--- src/rtl/metronome_pkg.sv ---
// rtl/metronome_pkg.sv - shared constants for the metronome UART command path
// Purpose: command characters, RX FSM state encoding and bit-timing helper.
// Ports: none (package).
package metronome_pkg;

  // Command characters accepted from the host
  localparam logic [7:0] CMD_CHR_PLUS1   = 8'h2B;  // '+'
  localparam logic [7:0] CMD_CHR_PLUS5   = 8'h3E;  // '>'
  localparam logic [7:0] CMD_CHR_MINUS1  = 8'h2D;  // '-'
  localparam logic [7:0] CMD_CHR_MINUS5  = 8'h3C;  // '<'
  localparam logic [7:0] CMD_CHR_RESET_U = 8'h52;  // 'R'
  localparam logic [7:0] CMD_CHR_RESET_L = 8'h72;  // 'r'

  // RX state encoding
  localparam logic [2:0] RX_IDLE  = 3'd0;
  localparam logic [2:0] RX_START = 3'd1;
  localparam logic [2:0] RX_DATA  = 3'd2;
  localparam logic [2:0] RX_STOP  = 3'd3;
  localparam logic [2:0] RX_BREAK = 3'd4;

  typedef enum logic [2:0] {
    S_IDLE  = RX_IDLE,
    S_START = RX_START,
    S_DATA  = RX_DATA,
    S_STOP  = RX_STOP,
    S_BREAK = RX_BREAK
  } rx_state_e;

  // Clock cycles per bit, rounded to nearest
  function automatic int unsigned clks_per_bit(input int unsigned clk_hz,
                                               input int unsigned baud);
    return (clk_hz + baud / 2) / baud;
  endfunction

endpackage

--- src/rtl/uart_rx_8n1.sv ---
// rtl/uart_rx_8n1.sv - 8N1 UART receiver with input synchroniser
// Purpose: synchronise the RX pin, time bits and deframe bytes.
// Ports:
//   i_clk, i_reset_n  clock, asynchronous active-low reset
//   i_rx              asynchronous serial input (idles high)
//   o_data            last byte received with a valid stop bit
//   o_valid           one-cycle strobe when o_data updates
//   o_frame_err       one-cycle strobe when the stop bit samples 0
module uart_rx_8n1
  import metronome_pkg::*;
#(
  parameter int unsigned CLK_FREQ_HZ = 50_000_000,
  parameter int unsigned BAUD_RATE   = 115200,
  parameter int unsigned SYNC_STAGES = 2
) (
  input  logic       i_clk,
  input  logic       i_reset_n,
  input  logic       i_rx,
  output logic [7:0] o_data,
  output logic       o_valid,
  output logic       o_frame_err
);

  localparam int unsigned CLKS_PER_BIT = clks_per_bit(CLK_FREQ_HZ, BAUD_RATE);
  localparam int unsigned HALF_BIT     = CLKS_PER_BIT / 2;
  localparam int unsigned TW           = $clog2(CLKS_PER_BIT);
  localparam logic [TW-1:0] HALF_M1    = TW'(HALF_BIT - 1);
  localparam logic [TW-1:0] FULL_M1    = TW'(CLKS_PER_BIT - 1);

  logic [SYNC_STAGES-1:0] sync_q;
  logic                   rx_s;
  rx_state_e              state_q, state_d;
  logic [TW-1:0]          timer_q, timer_d;
  logic [2:0]             idx_q, idx_d;
  logic [7:0]             shift_q, shift_d;
  logic [7:0]             data_q, data_d;
  logic                   valid_q, valid_d;
  logic                   ferr_q, ferr_d;

  assign rx_s = sync_q[SYNC_STAGES-1];

  // Synchroniser presets to idle-high so a low line during reset is not a start
  always_ff @(posedge i_clk or negedge i_reset_n) begin
    if (!i_reset_n) sync_q <= '1;
    else            sync_q <= {sync_q[SYNC_STAGES-2:0], i_rx};
  end

  always_ff @(posedge i_clk or negedge i_reset_n) begin
    if (!i_reset_n) begin
      state_q <= S_IDLE;
      timer_q <= '0;
      idx_q   <= '0;
      shift_q <= '0;
      data_q  <= '0;
      valid_q <= 1'b0;
      ferr_q  <= 1'b0;
    end else begin
      state_q <= state_d;
      timer_q <= timer_d;
      idx_q   <= idx_d;
      shift_q <= shift_d;
      data_q  <= data_d;
      valid_q <= valid_d;
      ferr_q  <= ferr_d;
    end
  end

  always_comb begin
    state_d = state_q;
    timer_d = timer_q + 1'b1;
    idx_d   = idx_q;
    shift_d = shift_q;
    data_d  = data_q;
    valid_d = 1'b0;
    ferr_d  = 1'b0;
    case (state_q)
      S_IDLE: begin
        timer_d = '0;
        if (!rx_s) state_d = S_START;
      end
      S_START: begin
        if (timer_q == HALF_M1) begin
          timer_d = '0;
          if (!rx_s) begin
            state_d = S_DATA;
            idx_d   = '0;
          end else begin
            state_d = S_IDLE;
          end
        end
      end
      S_DATA: begin
        if (timer_q == FULL_M1) begin
          timer_d = '0;
          shift_d = {rx_s, shift_q[7:1]};  // LSB arrives first
          idx_d   = idx_q + 3'd1;
          if (idx_q == 3'd7) state_d = S_STOP;
        end
      end
      S_STOP: begin
        if (timer_q == FULL_M1) begin
          timer_d = '0;
          if (rx_s) begin
            data_d  = shift_q;
            valid_d = 1'b1;
            state_d = S_IDLE;
          end else begin
            ferr_d  = 1'b1;
            state_d = S_BREAK;
          end
        end
      end
      S_BREAK: begin
        // Held-low line: wait for idle so only one frame error is reported
        timer_d = '0;
        if (rx_s) state_d = S_IDLE;
      end
      default: state_d = S_IDLE;
    endcase
  end

  assign o_data      = data_q;
  assign o_valid     = valid_q;
  assign o_frame_err = ferr_q;

endmodule

--- src/rtl/uart_cmd_decoder.sv ---
// rtl/uart_cmd_decoder.sv - UART ASCII command to metronome pulse decoder
// Purpose: receive 8N1 bytes and turn command characters into one-cycle pulses.
// Ports:
//   i_clk, i_reset_n  clock, asynchronous active-low reset
//   i_uart_rx         asynchronous serial input (idles high)
//   o_rx_data/o_rx_valid/o_frame_err  raw receiver probes
//   o_unknown_cmd     valid byte that is not a command
//   o_cmd_*           one-cycle command pulses, the cycle after o_rx_valid
module uart_cmd_decoder
  import metronome_pkg::*;
#(
  parameter int unsigned CLK_FREQ_HZ = 50_000_000,
  parameter int unsigned BAUD_RATE   = 115200,
  parameter int unsigned SYNC_STAGES = 2
) (
  input  logic       i_clk,
  input  logic       i_reset_n,
  input  logic       i_uart_rx,
  output logic [7:0] o_rx_data,
  output logic       o_rx_valid,
  output logic       o_frame_err,
  output logic       o_unknown_cmd,
  output logic       o_cmd_reset,
  output logic       o_cmd_plus_1,
  output logic       o_cmd_plus_5,
  output logic       o_cmd_minus_1,
  output logic       o_cmd_minus_5
);

  logic [7:0] rx_data;
  logic       rx_valid;
  logic       unk_q, rst_q, p1_q, p5_q, m1_q, m5_q;
  logic       unk_d, rst_d, p1_d, p5_d, m1_d, m5_d;

  uart_rx_8n1 #(
    .CLK_FREQ_HZ (CLK_FREQ_HZ),
    .BAUD_RATE   (BAUD_RATE),
    .SYNC_STAGES (SYNC_STAGES)
  ) u_rx (
    .i_clk       (i_clk),
    .i_reset_n   (i_reset_n),
    .i_rx        (i_uart_rx),
    .o_data      (rx_data),
    .o_valid     (rx_valid),
    .o_frame_err (o_frame_err)
  );

  always_comb begin
    unk_d = 1'b0;
    rst_d = 1'b0;
    p1_d  = 1'b0;
    p5_d  = 1'b0;
    m1_d  = 1'b0;
    m5_d  = 1'b0;
    if (rx_valid) begin
      case (rx_data)
        CMD_CHR_PLUS1:   p1_d  = 1'b1;
        CMD_CHR_PLUS5:   p5_d  = 1'b1;
        CMD_CHR_MINUS1:  m1_d  = 1'b1;
        CMD_CHR_MINUS5:  m5_d  = 1'b1;
        CMD_CHR_RESET_U,
        CMD_CHR_RESET_L: rst_d = 1'b1;
        default:         unk_d = 1'b1;
      endcase
    end
  end

  always_ff @(posedge i_clk or negedge i_reset_n) begin
    if (!i_reset_n) begin
      unk_q <= 1'b0;
      rst_q <= 1'b0;
      p1_q  <= 1'b0;
      p5_q  <= 1'b0;
      m1_q  <= 1'b0;
      m5_q  <= 1'b0;
    end else begin
      unk_q <= unk_d;
      rst_q <= rst_d;
      p1_q  <= p1_d;
      p5_q  <= p5_d;
      m1_q  <= m1_d;
      m5_q  <= m5_d;
    end
  end

  assign o_rx_data     = rx_data;
  assign o_rx_valid    = rx_valid;
  assign o_unknown_cmd = unk_q;
  assign o_cmd_reset   = rst_q;
  assign o_cmd_plus_1  = p1_q;
  assign o_cmd_plus_5  = p5_q;
  assign o_cmd_minus_1 = m1_q;
  assign o_cmd_minus_5 = m5_q;

endmodule

--- config.mk ---
export PLATFORM = sky130hd
export DESIGN_NAME = uart_cmd_decoder
export DESIGN_NICKNAME = d
export VERILOG_FILES = /design/src/rtl/metronome_pkg.sv /design/src/rtl/uart_rx_8n1.sv /design/src/rtl/uart_cmd_decoder.sv
export SDC_FILE = /design/constraint.sdc
export NUM_CORES = 1
export LEC_CHECK = 0
export CAP_MARGIN = 10
export CELL_PAD_IN_SITES_DETAIL_PLACEMENT = 1
export CELL_PAD_IN_SITES_GLOBAL_PLACEMENT = 1
export CORE_MARGIN = 10
export CORE_UTILIZATION = 47
export CTS_BUF_LIST = sky130_fd_sc_hd__clkbuf_4
export DETAILED_ROUTE_END_ITERATION = 12
export GPL_ROUTABILITY_DRIVEN = 0
export GPL_TIMING_DRIVEN = 0
export PLACE_DENSITY = 0.81
export SYNTH_ARGS = -nofsm -noshare
export SYNTH_HDL_FRONTEND = slang
export SYNTH_SLANG_ARGS = --single-unit
--- constraint.sdc ---
create_clock -name i_clk -period 2 [get_ports i_clk]
set_clock_uncertainty 0.1 [all_clocks]
set_input_delay 0.4 -clock i_clk [delete_from_list [all_inputs] [get_ports i_clk]]
set_output_delay 0.4 -clock i_clk [all_outputs]
set_load 0.01 [all_outputs]
Yosys cells after proc, flatten, opt, wreduce, memory -nomap -nowiden. Index checks and enable logic that the tools add are counted.

Input port bits: 3. Flip-flop bits (word level): 41. Word-level logic and storage cells: 80. Output and inout port bits: 16.

Reduce and logical (&&, ||, !) cells: 10. Equal/unequal tests: 20. $add $sub $neg: 2. Muxes and demuxes: 34.

Operators with widths (count): $eq 8x6->1 const B (4); $mux 3 (10); $pmux 9 s3 (1); $mux 1 (18); $mux 9 (2); $eq 8x7->1 const B (2); $pmux 3 s5 (1); $ne 2x1->1 const B (5); $add 9x1->9 const B (1); $eq 9x8->1 const B (1); $eq 9x9->1 const B (1); $eq 3x2->1 const B (2); $eq 3x3->1 const B (2); $pmux 3 s2 (1); $reduce_and 6->1 (1); $reduce_or 2->1 (3); $reduce_or 6->1 (1); $ne 2x2->1 const B (2); $reduce_and 4->1 (1); $add 3x1->3 const B (1); $eq 3x1->1 const B (1); $logic_not 3->1 (1); $reduce_and 3->1 (1); $mux 2 (1); 2 further kinds (2).

Logic depth before layout (Yosys ltp).
Word-level depth: 4. Mapped depth: 8. Mapped depth without buffers: 6.

Modules after synthesis. From an unflattened synthesis, not the netlist that was laid out.

Cells, all modules: 157. Area total of the unflattened synthesis: 1821.7 µm².

By module, submodules not included: uart_rx_8n1 (area each 1556.5 µm², cells each 133, instances 1, seq. area each 878.3 µm²); uart_cmd_decoder (area each 265.3 µm², cells each 24, instances 1, seq. area each 150.1 µm²).

Least setup slack after synthesis. Ideal clock, no wire load.

Kind: register to register. From: register u_rx.timer_q[0]. To: register u_rx.state_q[0]. Arrival: 1.632 ns. Setup time: 0.125 ns. Path slack: 0.143 ns. Cell stages (with the launch flop): 7. Data required time: 1.775 ns. Clock period less this slack: 1.857 ns. Path buffers: 1. Path through: dfrtp_1 ha_1 and4bb_1 and2_4 buf_6 o211ai_1 mux2_2.

Longest elaborated chain between the ends: 3. Elaborated cells on any way between the ends: 6. Classes of those cells: 5 x eq/ne; 1 x reduce/logical.

RTL lines: from (decl) (RTL line uart_rx_8n1.sv:33) `logic [TW-1:0] timer_q, timer_d;`; from (signal assigned) (RTL line uart_rx_8n1.sv:59) `timer_q <= timer_d;`; $eq 9x9->1 / $eq 9x8->1 (equally long branches) (RTL line uart_rx_8n1.sv:93, uart_rx_8n1.sv:101, uart_rx_8n1.sv:82); $ne 2x1->1 (no line); $reduce_and 6->1 (no line) (*); to (signal assigned) (RTL line uart_rx_8n1.sv:58) `state_q <= state_d;`; to (decl) (RTL line uart_rx_8n1.sv:32) `rx_state_e state_q, state_d;`.

Every way passes the cells marked *; elsewhere a longest branch is shown, timed or not. A chain may end at the register's enable or synchronous reset.

Worst setup path after layout. Ends and elaborated chain as after synthesis.

==> run metrics <==
initial antenna violation count=0; worst path buffer plus inverter count=2; Int Pwr=0.985 mW; Area contributors post-synth=dfrtp_1 52%, mux2_2 11%, a21oi_2 3.7%, ha_1 3.3%, dfstp_2 2.8%; Layout Cells excl Fill=229; register area share after synthesis=54.5%; Peak Freq=521 MHz; # rows=22; Post-Synth Adder-Cell Area=3.31%; Relative slew margins=39.4%; starting density of the core=50.1%; most common cell in the netlist=dfrtp_1; synth cell count leaders=39 x dfrtp_1, 19 x mux2_2, 12 x nor2_1, 8 x a21oi_2, 7 x nand2_1; total congestion overflow=0; Worst setup EP type=flip-flop; via count=1,260; DR vias/cell=5.50; Netlist cell types=40; critical path's slowest cell=dfrtp_2; CTS HTree Levels=2; placed insts=219; Net Switching=0.277 mW; Critical Path, Cell by Cell=inv_1, ha_1, nand4bb_1, o21ai_1, o211ai_1, buf_4, mux2_4; worst endpoint data arrival time=2.06 ns; period utilization=95.9%; Pleak=1.01 nW; Crit Path Max Fanout=3; clock share of power=32.1%; pre-CTS setup slack=-0.0747 ns; Synth Flop Type=dfrtp_1; ys async rst share=100%; dpl cell area=0.00212 mm²; die area=0.00695 mm²; simple-gate share of the synthesized area=13.7%; Compound-Gate Fraction of Synth Area=9.48%; Reg power frac=66.2%; fillers=403; Sw Share=21.9%; unrepaired setup endpoints after global routing=no; WL per Instance=17.0 µm; DRT iter0 DRCs=51; share of cells above drive strength 1=33.7%; Yosys top cell by area=dfrtp_1; Clock Tree Buf Depth=2; Worst EP required=2.14 ns; GRT Overall Usage=11.5%; net count after synthesis=161; # clock sinks=41; delay-heaviest family, CP=compound AO/OA/AOI/OAI gates; cts hold-fix bufs=0; DRC viols=0; Comb power frac=1.7%; Syn Area/Cell=12.3 µm²; antenna-violating nets left=0; WL final=3890 µm; Core Region=0.00377 mm²; Die W=83.4 µm; hold crit path type=in -> async; Antenna diodes=0; IO Count=19; Final Max Tran Viols=0; multiplexer share of the synthesized area=11.3%; flops & latches, synth=41; largest family of logic cells by synthesized area=simple AND/OR/NAND/NOR gates; delay of the slowest critical-path stage=0.45 ns; number of synthesized flops with an enable pin=0; Area Overhead vs Synth=18.4%; grt met2 use=19.8%; Hold Fails Final Rpt=0; grt met3 use=3.52%; MaxCap Viol Count=0; post-layout min period=1.92 ns; Final Instance Area=0.00223 mm²; Worst Setup Start Kind=flip-flop; fin util=59.3%; Root Buffer=clkbuf_4; Slew @ Worst Pin=0.908 ns; gr busiest metal=met2; M1 GR Usage=13.1%; largest net degree at the start of global routing=42; Synth Area in XOR/XNOR=4.17%; Pwr Density=564 mW/mm²; later-pin clock latency in the skew report=0.34 ns; TritonRoute pass-1 iters=3; post-synthesis cell area=0.00189 mm²; first-pass GRT wire length=6720 µm; status=finished clean; clock transition at the registers of the reported paths=0.12 ns; CTS tree=yes; port bufs=18; Layout Nets=188; Max VDD drop=0.349 mV; vias in the first global route=1,379; Die H=83.4 µm; setup ws final=0.0812 ns; Yosys top cell area share=51.7%; Setup Crit Path Kind=reg -> reg; Final setup viols=0; TritonCTS buffer count=5; HPWL after DPL=2820 µm; Ys Warns=0; Gate Count Post-Synth=153
## power by group through the flow
stage	Combinational (mW)	Sequential, mW	Clock [mW]
after floorplan	0.00449	0.849	0
after global placement	0.0249	0.849	0
after detailed placement	0.0250	0.849	0
after CTS	0.0249	0.833	0.425
after global routing	0.0257	0.836	0.470
final	0.0217	0.835	0.404
## cell usage in the layout, fill, tap and decap left out, drive strengths merged
master and n:
o21ai 4, clkinv 2, buf 9, nor2 12, or2b 1, a22o 2, o211ai 2, clkdlybuf4s50 17
nand4bb 1, nor4 1, o311ai 1, and3 2, nor3b 2, nor3 3, nand2 7, a21oi 11
dfrtp 39, and3b 1, and2 2, nand4b 1, dfstp 2, mux2 19, nand4 2, o311a 1
xor2 3, a21boi 1, and4b 1, ha 5, inv 6, and4bb 1, nand3 6, nand2b 1
xnor2 6, clkbuf 6, or3b 1
## area by class of cell
| cell class | count | area [µm²] | area share, % |
|---|---|---|---|
| Clock buffer | 6 | 45.0 | 2.02 |
| Sequential cell | 41 | 1030 | 46.1 |
| Multi-Input combinational cell | 100 | 828 | 37.1 |
| Clock inverter | 2 | 10.0 | 0.448 |
| Tap cell | 48 | 60.1 | 2.69 |
| Buffer | 5 | 40.0 | 1.79 |
| Timing Repair Buffer | 21 | 198 | 8.85 |
| Inverter | 6 | 22.5 | 1.01 |
## state kept, by name (all words and copies together) (netlist names)
register and flops:
u_rx.idx_q 3, o_cmd_minus_5 1, o_cmd_minus_1 1, o_unknown_cmd 1, u_rx.o_frame_err 1, u_rx.o_valid 1
u_rx.o_data 8, u_rx.shift_q 8, u_rx.sync_q 2, u_rx.state_q 3, o_cmd_plus_1 1, u_rx.timer_q 9
o_cmd_plus_5 1, o_cmd_reset 1
## cell families (layout without fill, tap and decap cells)
logic type / count (synthesis) / after routing
compound gates: 22 / 22
xor+xnor: 9 / 9
fa+ha+maj: 5 / 5
buf+inv: 12 / 40
flops: 41 / 41
mux: 19 / 19
simple gates: 45 / 45
## per-layer routing
layer  up-vias  routed length (µm)
met1       644                1720
met4         0                  44
met2        21                1950
met3         5                 164
met5         -                   0
li1        590                   -
## metrics by stage
stage	total power, mW	setup TNS, ns	hold slack [ns]
2_1_floorplan	0.853	0	0.00441
4_1_cts	1.28	0	0.0835
6_report	1.26	0	0.0720
3_5_place_dp	0.874	-0.654	0.248
5_1_grt	1.33	0	0.123
3_3_place_gp	0.874	-20.32	0.246
## worst paths after layout
check	from	endpoint	slack [ns]	cells past startpoint
setup reg to reg	u_rx.timer_q[0]$_DFF_PN0_	u_rx.state_q[0]$_DFFE_PN0P_	0.08	7
max in group asynchronous	i_reset_n	u_rx.o_data[1]$_DFFE_PN0P_	1.10	1
setup / recovery	u_rx.timer_q[0]$_DFF_PN0_	u_rx.state_q[0]$_DFFE_PN0P_	0.08	7
hold / removal	i_reset_n	u_rx.timer_q[4]$_DFF_PN0_	0.07	1
hold reg to reg	u_rx.sync_q[0]$_DFF_PN1_	u_rx.sync_q[1]$_DFF_PN1_	0.26	0
min in group i_clk	u_rx.sync_q[0]$_DFF_PN1_	u_rx.sync_q[1]$_DFF_PN1_	0.26	0
## repair_timing
action | 4_1_cts | 5_1_grt
gates resized for setup | 3 | 10
setup endpoints to repair | 15 | 23
buffers inserted | 2 | 1
pin swaps | 1 | 1
(Power assumes the default switching activity.)
